### src/rtl/cmd_responder_if.sv
// Command/reply byte streams and register bus of the FX2 command endpoint.
interface cmd_responder_if;
    logic        cmd_wr;
    logic [7:0]  cmd_in;
    logic        reply_rdy;
    logic [7:0]  reply;
    logic        reply_ack;
    logic        reply_end;
    logic [7:0]  reg_addr;
    logic [31:0] reg_wdata;
    logic        reg_wr;
    logic        reg_rd;
    logic [31:0] reg_rdata;
    logic        cmd_dropped;
    logic        timeout_err;

    modport slave (
        input  cmd_wr, cmd_in, reply_ack, reg_rdata,
        output reply_rdy, reply, reply_end,
        output reg_addr, reg_wdata, reg_wr, reg_rd,
        output cmd_dropped, timeout_err
    );

    modport master (
        output cmd_wr, cmd_in, reply_ack, reg_rdata,
        input  reply_rdy, reply, reply_end,
        input  reg_addr, reg_wdata, reg_wr, reg_rd,
        input  cmd_dropped, timeout_err
    );
endinterface

### src/rtl/cmd_responder.sv
// FX2 command decoder: framed ping/read/write to a register bus, framed replies.
// Optional CMD_TIMEOUT_EN abandons partial frames after TIMEOUT_CYCLES idle cycles.
module cmd_responder #(
    parameter int unsigned TIMEOUT_CYCLES = 1024
) (
    input  logic            fx2_clk,
    input  logic            reset,
    cmd_responder_if.slave  bus
);

    typedef enum logic [2:0] {
        IDLE, ADDR, WDATA, RDREQ, RDWAIT, REPLY
    } state_t;

    state_t      state, state_nx;
    logic [7:0]  op_q;
    logic [7:0]  addr_q;
    logic [31:0] shift_q;
    logic [2:0]  cnt_q;
    logic [7:0]  hdr_q;
    logic [2:0]  last_q;
    logic        busy;
    logic        timeout_hit;

    assign busy = (state == RDREQ) || (state == RDWAIT) ||
                  (state == REPLY);

    always_ff @(posedge fx2_clk) begin
        if (reset) state <= IDLE;
        else       state <= state_nx;
    end

    always_comb begin
        state_nx = state;
        unique case (state)
            IDLE: begin
                if (bus.cmd_wr) begin
                    unique case (1'b1)
                        (bus.cmd_in == 8'h01),
                        (bus.cmd_in == 8'h02): state_nx = ADDR;
                        default:               state_nx = REPLY;
                    endcase
                end
            end
            ADDR: begin
                if (bus.cmd_wr)
                    state_nx = (op_q == 8'h01) ? WDATA : RDREQ;
                else if (timeout_hit)
                    state_nx = IDLE;
            end
            WDATA: begin
                if (bus.cmd_wr && cnt_q == 3'd3)
                    state_nx = REPLY;
                else if (timeout_hit)
                    state_nx = IDLE;
            end
            RDREQ:  state_nx = RDWAIT;
            RDWAIT: state_nx = REPLY;
            REPLY: begin
                if (bus.reply_ack && cnt_q == last_q)
                    state_nx = IDLE;
            end
            default: state_nx = IDLE;
        endcase
    end

    // shift_q doubles as write-data assembly and captured read data
    always_ff @(posedge fx2_clk) begin
        if (reset) begin
            op_q            <= 8'h00;
            addr_q          <= 8'h00;
            shift_q         <= 32'h0;
            cnt_q           <= 3'd0;
            hdr_q           <= 8'h00;
            last_q          <= 3'd0;
            bus.reg_addr    <= 8'h00;
            bus.reg_wdata   <= 32'h0;
            bus.reg_wr      <= 1'b0;
            bus.cmd_dropped <= 1'b0;
        end else begin
            bus.reg_wr      <= 1'b0;
            bus.cmd_dropped <= bus.cmd_wr && busy;
            unique case (state)
                IDLE: begin
                    if (bus.cmd_wr) begin
                        op_q   <= bus.cmd_in;
                        cnt_q  <= 3'd0;
                        last_q <= 3'd0;
                        hdr_q  <= (bus.cmd_in == 8'h00) ? 8'hA5
                                                        : 8'hFF;
                    end
                end
                ADDR: begin
                    if (bus.cmd_wr) begin
                        addr_q <= bus.cmd_in;
                        cnt_q  <= 3'd0;
                        if (op_q == 8'h02)
                            bus.reg_addr <= bus.cmd_in;
                    end
                end
                WDATA: begin
                    if (bus.cmd_wr) begin
                        shift_q <= {bus.cmd_in, shift_q[31:8]};
                        cnt_q   <= cnt_q + 3'd1;
                        if (cnt_q == 3'd3) begin
                            bus.reg_wr    <= 1'b1;
                            bus.reg_addr  <= addr_q;
                            bus.reg_wdata <= {bus.cmd_in,
                                              shift_q[31:8]};
                            cnt_q  <= 3'd0;
                            hdr_q  <= 8'h00;
                            last_q <= 3'd0;
                        end
                    end
                end
                RDWAIT: begin
                    shift_q <= bus.reg_rdata;
                    hdr_q   <= 8'h00;
                    last_q  <= 3'd4;
                    cnt_q   <= 3'd0;
                end
                REPLY: begin
                    if (bus.reply_ack && cnt_q != last_q)
                        cnt_q <= cnt_q + 3'd1;
                end
                default: ;
            endcase
        end
    end

    always_comb begin
        bus.reg_rd    = (state == RDREQ);
        bus.reply_rdy = (state == REPLY);
        bus.reply_end = (state == REPLY) && (cnt_q == last_q);
        bus.reply     = 8'h00;
        if (state == REPLY) begin
            unique case (cnt_q)
                3'd0:    bus.reply = hdr_q;
                3'd1:    bus.reply = shift_q[7:0];
                3'd2:    bus.reply = shift_q[15:8];
                3'd3:    bus.reply = shift_q[23:16];
                3'd4:    bus.reply = shift_q[31:24];
                default: bus.reply = 8'h00;
            endcase
        end
    end

`ifdef CMD_TIMEOUT_EN
    logic [15:0] to_cnt;
    logic        to_err_q;

    always_comb begin
        timeout_hit = ((state == ADDR) || (state == WDATA)) &&
                      !bus.cmd_wr &&
                      (to_cnt == 16'(TIMEOUT_CYCLES - 1));
    end

    always_ff @(posedge fx2_clk) begin
        if (reset) begin
            to_cnt   <= 16'd0;
            to_err_q <= 1'b0;
        end else begin
            to_err_q <= timeout_hit;
            if (bus.cmd_wr || !((state == ADDR) || (state == WDATA)))
                to_cnt <= 16'd0;
            else
                to_cnt <= to_cnt + 16'd1;
        end
    end

    assign bus.timeout_err = to_err_q;
`else
    assign timeout_hit     = 1'b0;
    assign bus.timeout_err = 1'b0;
`endif

endmodule

### src/flat_wrapper.sv
// flat-port wrapper written by rule: the top's interface ports become plain ports
module cmd_responder_flat 
#(
    parameter int unsigned TIMEOUT_CYCLES = 1024
)
  (fx2_clk, reset, bus_cmd_wr, bus_cmd_in, bus_reply_ack, bus_reg_rdata, bus_reply_rdy, bus_reply, bus_reply_end, bus_reg_addr, bus_reg_wdata, bus_reg_wr, bus_reg_rd, bus_cmd_dropped, bus_timeout_err);
  cmd_responder_if bus_i ();
  input  logic fx2_clk;
  input  logic reset;
  input wire logic [$bits(bus_i.cmd_wr)-1:0] bus_cmd_wr;
  input wire logic [$bits(bus_i.cmd_in)-1:0] bus_cmd_in;
  input wire logic [$bits(bus_i.reply_ack)-1:0] bus_reply_ack;
  input wire logic [$bits(bus_i.reg_rdata)-1:0] bus_reg_rdata;
  output wire logic [$bits(bus_i.reply_rdy)-1:0] bus_reply_rdy;
  output wire logic [$bits(bus_i.reply)-1:0] bus_reply;
  output wire logic [$bits(bus_i.reply_end)-1:0] bus_reply_end;
  output wire logic [$bits(bus_i.reg_addr)-1:0] bus_reg_addr;
  output wire logic [$bits(bus_i.reg_wdata)-1:0] bus_reg_wdata;
  output wire logic [$bits(bus_i.reg_wr)-1:0] bus_reg_wr;
  output wire logic [$bits(bus_i.reg_rd)-1:0] bus_reg_rd;
  output wire logic [$bits(bus_i.cmd_dropped)-1:0] bus_cmd_dropped;
  output wire logic [$bits(bus_i.timeout_err)-1:0] bus_timeout_err;
  assign bus_i.cmd_wr = bus_cmd_wr;
  assign bus_i.cmd_in = bus_cmd_in;
  assign bus_i.reply_ack = bus_reply_ack;
  assign bus_i.reg_rdata = bus_reg_rdata;
  assign bus_reply_rdy = bus_i.reply_rdy;
  assign bus_reply = bus_i.reply;
  assign bus_reply_end = bus_i.reply_end;
  assign bus_reg_addr = bus_i.reg_addr;
  assign bus_reg_wdata = bus_i.reg_wdata;
  assign bus_reg_wr = bus_i.reg_wr;
  assign bus_reg_rd = bus_i.reg_rd;
  assign bus_cmd_dropped = bus_i.cmd_dropped;
  assign bus_timeout_err = bus_i.timeout_err;
  cmd_responder #(.TIMEOUT_CYCLES(TIMEOUT_CYCLES)) u_core (.fx2_clk(fx2_clk), .reset(reset), .bus(bus_i));
endmodule
### config.mk
export PLATFORM = sky130hd
export DESIGN_NAME = cmd_responder_flat
export DESIGN_NICKNAME = d
export VERILOG_FILES = /design/src/rtl/cmd_responder_if.sv /design/src/rtl/cmd_responder.sv /design/src/flat_wrapper.sv
export SDC_FILE = /design/constraint.sdc
export NUM_CORES = 1
export LEC_CHECK = 0
export CORE_ASPECT_RATIO = 1.5
export CORE_UTILIZATION = 55
export CTS_CLUSTER_DIAMETER = 150
export CTS_CLUSTER_SIZE = 14
export DETAILED_ROUTE_END_ITERATION = 8
export PLACE_DENSITY = 0.82
export SYNTH_ARGS = -nofsm -noshare
export SYNTH_HDL_FRONTEND = slang
export SYNTH_SLANG_ARGS = --single-unit
### constraint.sdc
create_clock -name fx2_clk -period 5.4 [get_ports fx2_clk]
set_input_delay 0.81 -clock fx2_clk [delete_from_list [all_inputs] [get_ports fx2_clk]]
set_output_delay 0.81 -clock fx2_clk [all_outputs]
set_load 0.05 [all_outputs]
==> run_results.csv <==
group,metric,value,unit
run_status,outcome,"finished clean",
sta,timing.hold.ws,454,ps
clock_tree,cts-resized-gates,0,
critical_path,critPathTopFamily,"buffers and inverters",
global_routing,grt_max_degree,46,
floorplanning,fp.dieH,113,um
yosys,synth-seq-cells,99,
sta,finalCritPeriodShare,81.9,%
floorplanning,ios,98,
cells_and_area,final_util,71.1,%
floorplanning,initial_core_util,56.4,%
yosys,synth_top_area_share,43.9,%
routing,detail_route.vias_per_cell,6.07,
pwr,power_density,309,nW/um2
yosys,ys_seq_area_share,43.9,%
critical_path,cp-start-kind,"register",
pwr,finalPower,0.00176,W
clock_tree,cts_setup_buffers,0,
global_routing,first_global_vias,4140,
floorplanning,rows,40,
floorplanning,die_x,76.0,um
placement,dpl_cell_area,5410,um2
sta,hold_violations,0,
sta,clock_skew,5.84,ps
global_routing,grt_pass1_wl,20600,um
cells_and_area,drive_above_1_share,4.61,%
routing,wl_per_cell,17.5,um
critical_path,cp-end-kind,"primary output",
clock_tree,clock-root-buffer,"clkbuf_16",
sta,worst_slew_pin_slew,1120,ps
clock_tree,clk_pin_slew,70,ps
yosys,synth_warnings,0,
global_routing,gr-total-overflow,0,
clock_tree,cts_max_level,3,
cells_and_area,area_growth,26.1,%
pwr,p_leak,2.05,nW
placement,hpwl,8890,um
critical_path,critPathKind,"register to primary output",
sta,setup_tns,0,ps
routing,drc,0,
critical_path,path_cells,"clkinv_1 -> ha_1 -> o31ai_1 -> nor2_1 -> clkdlybuf4s50_1",
routing,antenna_left,0,
routing,vias,4456,
routing,drt_first_pass_iters,8,
clock_tree,clkLatencyLatePin,350,ps
sta,setup_viol,0,
cells_and_area,n_antenna_cell,0,
routing,drt_iter0_markers,520,
floorplanning,die-area,8580,um2
yosys,syn_inst,559,
yosys,synth_edf_count,0,
clock_tree,cts_buffer_depth,2,
critical_path,cpMaxStageDelayCell,"o31ai_1",
yosys,synth_top_area_cell,"dfxtp_1",
sta,final-max-slew-violation-count,0,
sta,min_period,4420,ps
critical_path,path_max_fanout,15,
hold_path,hold_path.class,"register to register",
yosys,mappedNetlistArea,4520,um2
critical_path,arrival,3610,ps
yosys,yosys-top-cells-area,"dfxtp_1, nand2_1, a21oi_1",
critical_path,cp.buffers_inverters,2,
sta,max_freq,0.226,GHz
sta,slew_headroom,25.1,%
yosys,syn_area_per_cell,8.08,um2
sta,rsz0062_at_grt,"no",
critical_path,critPathMaxStageDelay,920,ps
yosys,synth.distinct_cells,51,
flow_run,drv_cap,0,
pwr,peakVddDrop,0.223,mV
placement,place.gp.congestion,0.996,
global_routing,grt_usage,30.5,%
yosys,synth_flop_cell,"dfxtp_1",
clock_tree,cts.sinks,99,
cells_and_area,nets,674,
clock_tree,cts_inserted_buffers,9,
clock_tree,cts_tree,"done",
global_routing,antenna_found_initial,0,
placement,io_buffers,96,
floorplanning,core_area,8010,um2
cells_and_area,final_area,5690,um2
clock_tree,hold_buffers,0,
routing,wirelength,12800,um
yosys,syn-num-nets,609,
critical_path,cp_data_required_time,4590,ps
yosys,async_flop_share,0,%
==> through the flow <==
step / std cells / setup WS [ps]
4_1_cts: 734 / 1080
6_report: 734 / 975
3_5_place_dp: 718 / 1440
2_1_floorplan: 559 / 2540
3_3_place_gp: 718 / 1680
5_1_grt: 734 / 776
==> power breakdown <==
part | internal, W | total [W] | switching (W)
clock network | 0.000323 | 0.000618 | 0.000294
registers | 0.000782 | 0.000851 | 0.0000691
logic | 0.000121 | 0.000291 | 0.000170
total | 0.00123 | 0.00176 | 0.000533
==> final timing paths <==
kind         cells past startpoint                       end  slack (ps)                     start
max                              5              bus_reply[6]         980           u_core.cnt_q[2]
min                              2  u_core.bus.reg_wdata[11]         450  u_core.bus.reg_wdata[11]
max reg2reg                      5    u_core.bus.reg_addr[3]        2600           u_core.state[0]
min reg2reg                      2  u_core.bus.reg_wdata[11]         450  u_core.bus.reg_wdata[11]
==> layout make-up <==
type / count / area (um2)
fill: 656 / 2310
multi-input combinational: 404 / 2270
sequential: 99 / 1980
timing repair buffer: 101 / 993
clock buffer: 10 / 229
tap: 105 / 131
clock inverter: 6 / 57.6
inverter: 9 / 33.8
==> synth_stat cells (9+ instances only) <==
| master | n |
|---|---|
| a221o_1 | 10 |
| nand2_1 | 148 |
| a311oi_1 | 11 |
| a22o_1 | 9 |
| buf_2 | 16 |
| o21ai_0 | 14 |
| a31oi_1 | 13 |
| and3_1 | 12 |
| a21o_1 | 9 |
| clkbuf_1 | 21 |
| nor2b_1 | 13 |
| dfxtp_1 | 99 |
| a21oi_1 | 54 |
| nor2_1 | 39 |
| a211oi_1 | 10 |
==> sequential cells by signal, indices dropped and copies added (netlist names) <==
signal and flops:
u_core.bus.cmd_dropped 1, u_core.state 3, u_core.op_q 8, u_core.cnt_q 3, u_core.bus.reg_wr 1, u_core.hdr_q 2
u_core.shift_q 32, u_core.addr_q 8, u_core.last_q 1, u_core.bus.reg_wdata 32, u_core.bus.reg_addr 8
==> routing by layer <==
| layer | share of wire, % | wire, um | global-route usage [%] |
|---|---|---|---|
| met5 | 0 | 0 | 0 |
| met4 | 3.7 | 481 | 17.8 |
| met3 | 6.6 | 844 | 4.11 |
| met2 | 52 | 6690 | 55.0 |
| met1 | 38 | 4820 | 34.2 |
==> tightest hold or removal path: stages, from the launching register on <==
cell     delay, ps
dfxtp_1        310
nand2_1         50
a21oi_1         50
==> cell families (layout without fill, tap and decap cells) <==
kind of cell / Yosys count / after routing / synth area share [%]
AND/OR/NAND/NOR: 237 / 237 / 23.5
AO/OA/AOI/OAI: 158 / 158 / 24.5
flip-flops: 99 / 99 / 43.9
buffers and inverters: 56 / 126 / 5.93
adder cells (fa/ha/maj): 6 / 6 / 1.66
XOR/XNOR: 2 / 2 / 0.388
other: 1 / 1 / 0.0830
==> cell usage in the layout, fill, tap and decap left out, types with 3 or more instances in the layout <==
cell type,netlist,routed
a311oi_1,11,11
nand2_1,148,148
nor2b_1,13,13
a221oi_1,6,6
a222oi_1,8,8
a211oi_1,10,10
ha_1,6,6
nand2b_1,3,3
clkdlybuf4s50_1,0,95
nand4_1,3,3
inv_1,8,8
a31oi_1,13,13
a221o_1,10,10
nor3_1,3,3
a21oi_1,54,54
dfxtp_1,99,99
a22o_1,9,9
and3_1,12,12
a21o_1,9,9
clkinv_4,0,3
buf_4,6,5
o21ai_0,14,14
nor2_1,39,39
clkbuf_16,0,9
Power figures use the tool's default switching activity.
